--- config.mk ---
export PLATFORM = sky130hd
export DESIGN_NAME = mem_arb
export DESIGN_NICKNAME = d
export VERILOG_FILES = /design/src/rtl/mem_arb.sv
export SDC_FILE = /design/constraint.sdc
export NUM_CORES = 1
export LEC_CHECK = 0
export ABC_AREA = 1
export CORE_ASPECT_RATIO = 0.75
export CORE_UTILIZATION = 35
export CTS_BUF_LIST = sky130_fd_sc_hd__clkbuf_8
export DETAILED_ROUTE_END_ITERATION = 6
export PLACE_DENSITY = 0.69
export SLEW_MARGIN = 20
export SYNTH_ARGS = -nofsm -noshare
export SYNTH_HDL_FRONTEND = slang
export SYNTH_SLANG_ARGS = --single-unit
--- constraint.sdc ---
create_clock -name i_clk -period 2.23 [get_ports i_clk]
set_input_delay 0.223 -clock i_clk [delete_from_list [all_inputs] [get_ports i_clk]]
set_output_delay 0.223 -clock i_clk [all_outputs]
set_load 0.005 [all_outputs]
--- src/rtl/mem_arb.sv ---
// Memory port arbiter: shares one pmem port between the IFU (read-only) and the LSU (read/write).
// One transaction is in flight at a time. Every output is registered.
module mem_arb #(
    parameter int AW             = 32,
    parameter int DW             = 32,
    parameter int LSU_MAX_CONSEC = 4,
    parameter int TIMEOUT        = 255
) (
    input  logic          i_clk,
    input  logic          i_rst,
    input  logic          i_ifu_req,
    input  logic [AW-1:0] i_ifu_addr,
    output logic          o_ifu_gnt,
    output logic          o_ifu_rvalid,
    output logic [DW-1:0] o_ifu_rdata,
    input  logic          i_lsu_req,
    input  logic          i_lsu_wen,
    input  logic [AW-1:0] i_lsu_addr,
    input  logic [DW-1:0] i_lsu_wdata,
    input  logic [3:0]    i_lsu_wmask,
    output logic          o_lsu_gnt,
    output logic          o_lsu_rvalid,
    output logic [DW-1:0] o_lsu_rdata,
    output logic          o_lsu_wdone,
    output logic          o_err,
    output logic          o_mem_valid,
    output logic          o_mem_wen,
    output logic [AW-1:0] o_mem_addr,
    output logic [DW-1:0] o_mem_wdata,
    output logic [3:0]    o_mem_wmask,
    input  logic          i_mem_ready,
    input  logic          i_mem_rvalid,
    input  logic [DW-1:0] i_mem_rdata
);

    localparam int CW = (LSU_MAX_CONSEC > 0) ? $clog2(LSU_MAX_CONSEC + 1) : 1;
    localparam int TW = (TIMEOUT > 1) ? $clog2(TIMEOUT + 1) : 1;
    localparam logic [CW-1:0] CNT_MAX = CW'(LSU_MAX_CONSEC);
    localparam logic [TW-1:0] TO_LAST = TW'(TIMEOUT - 1);

    typedef enum logic [1:0] {IDLE, REQ, RESP} state_t;

    state_t        state, state_nxt;
    logic [CW-1:0] lsu_cnt;
    logic [TW-1:0] to_cnt;
    logic          owner_lsu;
    logic          grant_ifu, grant_lsu, rsp_hit, rsp_to, rsp_done;

    always_ff @(posedge i_clk) begin
        if (i_rst) state <= IDLE;
        else       state <= state_nxt;
    end

    // The LSU wins ties until it has taken LSU_MAX_CONSEC grants in a row over a waiting IFU.
    always_comb begin
        state_nxt = state;
        grant_ifu = 1'b0;
        grant_lsu = 1'b0;
        rsp_hit   = 1'b0;
        rsp_to    = 1'b0;
        case (state)
            IDLE: begin
                if (i_lsu_req && (!i_ifu_req || lsu_cnt != CNT_MAX)) begin
                    grant_lsu = 1'b1;
                    state_nxt = REQ;
                end else if (i_ifu_req) begin
                    grant_ifu = 1'b1;
                    state_nxt = REQ;
                end
            end
            REQ: begin
                if (i_mem_ready) state_nxt = o_mem_wen ? IDLE : RESP;
            end
            RESP: begin
                if (i_mem_rvalid) begin
                    rsp_hit   = 1'b1;
                    state_nxt = IDLE;
                end else if (TIMEOUT != 0 && to_cnt == TO_LAST) begin
                    rsp_to    = 1'b1;
                    state_nxt = IDLE;
                end
            end
            default: state_nxt = IDLE;
        endcase
    end

    assign rsp_done = rsp_hit | rsp_to;

    always_ff @(posedge i_clk) begin
        if (i_rst) begin
            o_ifu_gnt    <= 1'b0;
            o_lsu_gnt    <= 1'b0;
            o_ifu_rvalid <= 1'b0;
            o_lsu_rvalid <= 1'b0;
            o_ifu_rdata  <= '0;
            o_lsu_rdata  <= '0;
            o_lsu_wdone  <= 1'b0;
            o_err        <= 1'b0;
            o_mem_valid  <= 1'b0;
            o_mem_wen    <= 1'b0;
            o_mem_addr   <= '0;
            o_mem_wdata  <= '0;
            o_mem_wmask  <= '0;
            owner_lsu    <= 1'b0;
            lsu_cnt      <= '0;
            to_cnt       <= '0;
        end else begin
            o_ifu_gnt    <= grant_ifu;
            o_lsu_gnt    <= grant_lsu;
            o_lsu_wdone  <= (state == REQ) && i_mem_ready && o_mem_wen;
            o_ifu_rvalid <= rsp_done && !owner_lsu;
            o_lsu_rvalid <= rsp_done && owner_lsu;
            o_err        <= rsp_to;

            if (grant_ifu || grant_lsu) begin
                owner_lsu   <= grant_lsu;
                o_mem_valid <= 1'b1;
                o_mem_wen   <= grant_lsu & i_lsu_wen;
                o_mem_addr  <= grant_lsu ? i_lsu_addr : i_ifu_addr;
                o_mem_wdata <= grant_lsu ? i_lsu_wdata : '0;
                o_mem_wmask <= (grant_lsu && i_lsu_wen) ? i_lsu_wmask : 4'h0;
                // Only LSU wins taken over a waiting IFU count toward its starvation limit.
                if (grant_lsu && i_ifu_req) begin
                    if (lsu_cnt != CNT_MAX) lsu_cnt <= lsu_cnt + 1'b1;
                end else begin
                    lsu_cnt <= '0;
                end
            end

            if (state == REQ && i_mem_ready) begin
                o_mem_valid <= 1'b0;
                to_cnt      <= '0;
            end

            if (state == RESP && !rsp_done && to_cnt != '1) to_cnt <= to_cnt + 1'b1;

            // A timed-out read returns zero data to its owner.
            if (rsp_done) begin
                if (owner_lsu) o_lsu_rdata <= rsp_hit ? i_mem_rdata : '0;
                else           o_ifu_rdata <= rsp_hit ? i_mem_rdata : '0;
            end
        end
    end

endmodule

==> impl_metrics.py <==
metrics = {
    "placement": {
        "place.gp.congestion": 0.795,
        "hpwlAfterDp_microns": 13400,
        "dpl_cell_area_sq_um": 9170,
        "io_buffer_count": 278,
    },
    "drt": {
        "dr_wl_met2_microns": 9250,
        "drtPass1Iterations": 6,
        "postRouteAntennaNets": 0,
        "highest-signal-layer": "met4",
        "wl_met1_microns": 8410,
        "num_vias": 6357,
        "wl_per_cell_microns": 14.0,
        "post-route-drc-count": 0,
        "dr_wl_met3_microns": 1640,
        "viasPerCell": 4.58,
        "drt_wl_total_microns": 19500,
        "drt_iter0_markers": 431,
    },
    "grt": {
        "grt-ovfl-total": 0,
        "grt_pass1_vias": 5915,
        "grt_pass1_wl_microns": 30600,
        "antenna_found_initial": 0,
        "grt_max_degree": 125,
        "grt_use_total_pct": 21.2,
    },
    "job": {
        "max-cap-violations": 0,
    },
    "clock_network": {
        "postCtsSetupBuffers": 0,
        "htreeDepth": 4,
        "cts.clk_slew.worst_paths_ns": 0.09,
        "clock-sinks": 154,
        "cts_tree": "done",
        "cts_made_buffers": 17,
        "ctsHoldBuffers": 0,
        "clockBufferDepth": 2,
        "insertion_delay_ns": 0.45,
        "clockRootBuffer": "clkbuf_8",
        "ctsResizeCount": 0,
    },
    "synthesis": {
        "yosysTopAreaCell": "dfxtp_1",
        "syn_area_per_cell_sq_um": 7.07,
        "syn-cell-area_sq_um": 6240,
        "yosysWarningCount": 0,
        "synth_fp_nets": 1026,
        "syn_inst": 883,
        "ys_top_cells_by_area": "dfxtp_1 (49%), nand2_1 (22%), a21oi_1 (9.9%), nand3_1 (4.7%), inv_1 (2.7%)",
        "ys_types": 23,
        "ys_ff_latch": 154,
        "seq_area_frac_synth_pct": 49.4,
        "yosys.area.top_type_share_pct": 49.4,
    },
    "cells_and_area": {
        "nets": 1282,
        "fillCellCount": 1621,
        "fin_area_sq_um": 9600,
        "area_growth_pct": 53.8,
        "mostFrequentLayoutCell": "nand2_1",
        "layout_common_cells": "nand2_1 (371), clkdlybuf4s50_1 (277), dfxtp_1 (154), a21oi_1 (123), nand3_1 (59)",
        "final_layout_size_suffix_gt1_share_pct": 5.30,
    },
    "sta": {
        "finalSetupViolations": 0,
        "fin_crit_sh_pct": 77.6,
        "relSlewSlack_pct": 56.8,
        "hold_viol": 0,
        "fin_crit_ns": 1.73,
        "worst_pin_slew_ns": 0.648,
        "finalClockSkew_ns": 0.0152,
        "rsz0062_at_grt": "false",
        "maxClockFrequency_mhz": 578,
        "fin_setup_tns_ns": 0,
        "drv_slew": 0,
    },
    "pwr": {
        "vdd_drop_max_mv": 0.299,
        "p_leak_nw": 3.85,
        "powerDensity_nw_per_um2": 650,
    },
    "setup_path": {
        "start_kind": "flop",
        "cp_data_required_time_ns": 2.56,
        "worstPathArrival_ns": 2.06,
        "end_kind": "flop",
        "critical_path_class": "flop to flop",
        "rrSetupSlack_ns": 0.50,
        "critPathMaxFanout": 9,
    },
    "die": {
        "die_w_microns": 156,
        "die_area_sq_um": 18400,
        "die_y_microns": 118,
        "initial_core_util_pct": 36.4,
        "core_area_sq_um": 17100,
        "pin_count": 279,
        "num_rows": 41,
    },
    "run_status": {
        "status": "completed",
    },
    "worst_hold_path": {
        "hold_path.class": "input pin to flop",
    },
}
-- power breakdown --
group	leakage [nW]	internal (W)	total [W]	switching, W
registers	1.25	0.00287	0.00293	0.0000625
clock network	0.203	0.00113	0.00225	0.00113
logic	2.40	0.000549	0.00105	0.000501
total	3.85	0.00455	0.00624	0.00169
-- cell usage after synthesis --
cell type,count
a21oi_1,123
clkbuf_1,34
xor2_1,2
buf_4,3
nand2_1,371
o211a_1,1
inv_2,2
buf_6,8
nand3b_1,3
nor2_2,3
inv_1,45
nand3_1,59
ha_1,4
nand3_2,2
or2_2,2
buf_2,12
nand4_1,2
o21ai_0,4
nor2_1,42
o21ai_1,3
dfxtp_1,154
nand2_2,2
clkinv_1,2
-- flip-flops by register name (all words and copies together), names as in the netlist --
register	flops
o_lsu_rdata	32
o_err	1
o_ifu_rvalid	1
to_cnt	8
o_ifu_gnt	1
o_lsu_rvalid	1
o_mem_wen	1
lsu_cnt	3
state	2
o_ifu_rdata	32
o_mem_addr	32
o_lsu_wdone	1
o_lsu_gnt	1
owner_lsu	1
o_mem_valid	1
o_mem_wmask	4
o_mem_wdata	32
-- cell families after synthesis --
| group | count (synthesis) | synth area share (%) |
|---|---|---|
| simple gates | 486 | 31.2 |
| fa+ha+maj | 4 | 0.802 |
| xor+xnor | 2 | 0.281 |
| compound gates | 131 | 10.6 |
| buf+inv | 106 | 7.76 |
| flops | 154 | 49.4 |
-- per-stage QoR --
step	power, W	utilization (%)	hold slack (ns)	std cells	setup WS [ns]
global placement	0.00405	53.5	0.447	1356	0.417
finish	0.00624	56.0	0.304	1389	0.499
floorplan	0.00344	-	0.361	883	0.803
detailed placement	0.00405	53.5	0.452	1356	0.364
global route	0.00652	56.0	0.299	1388	0.270
CTS	0.00631	56.0	0.281	1388	0.508
-- path summary, 6_finish.rpt --
path,start,to,depth (start not counted)
hold reg to reg,o_ifu_rdata[24]$_SDFFE_PP0P_,o_ifu_rdata[24]$_SDFFE_PP0P_,2
hold / removal,i_rst,o_lsu_rdata[17]$_SDFFE_PP0P_,3
setup / recovery,to_cnt[1]$_SDFFE_PP0P_,to_cnt[0]$_SDFFE_PP0P_,8
setup reg to reg,to_cnt[1]$_SDFFE_PP0P_,to_cnt[0]$_SDFFE_PP0P_,8
-- worst max-delay path: stages, from the launching register on --
cell,delay (ns)
dfxtp_1,0.42
ha_1,0.19
nand2_1,0.07
nor2_1,0.25
nand2_1,0.11
nand3_2,0.19
inv_1,0.16
o21ai_0,0.17
nor2_1,0.06
-- layout make-up --
cell class | count | area [sq um] | area share (%)
Antenna cell | 1 | 2.50 | 0.0261
Clock buffer | 17 | 234 | 2.44
Clock inverter | 15 | 188 | 1.96
Inverter | 49 | 184 | 1.92
Multi-Input combinational cell | 623 | 2680 | 28.0
Sequential cell | 154 | 3080 | 32.1
Tap cell | 236 | 295 | 3.08
Timing Repair Buffer | 294 | 2930 | 30.5
-- routing by layer --
metal | global-route usage, % | vias to the layer above
met3 | 7.18 | 13
met5 | 0 | -
li1 | - | 3282
met4 | 5.02 | 0
met2 | 35.5 | 216
met1 | 26.0 | 2846
Power figures use the tool's default switching activity.
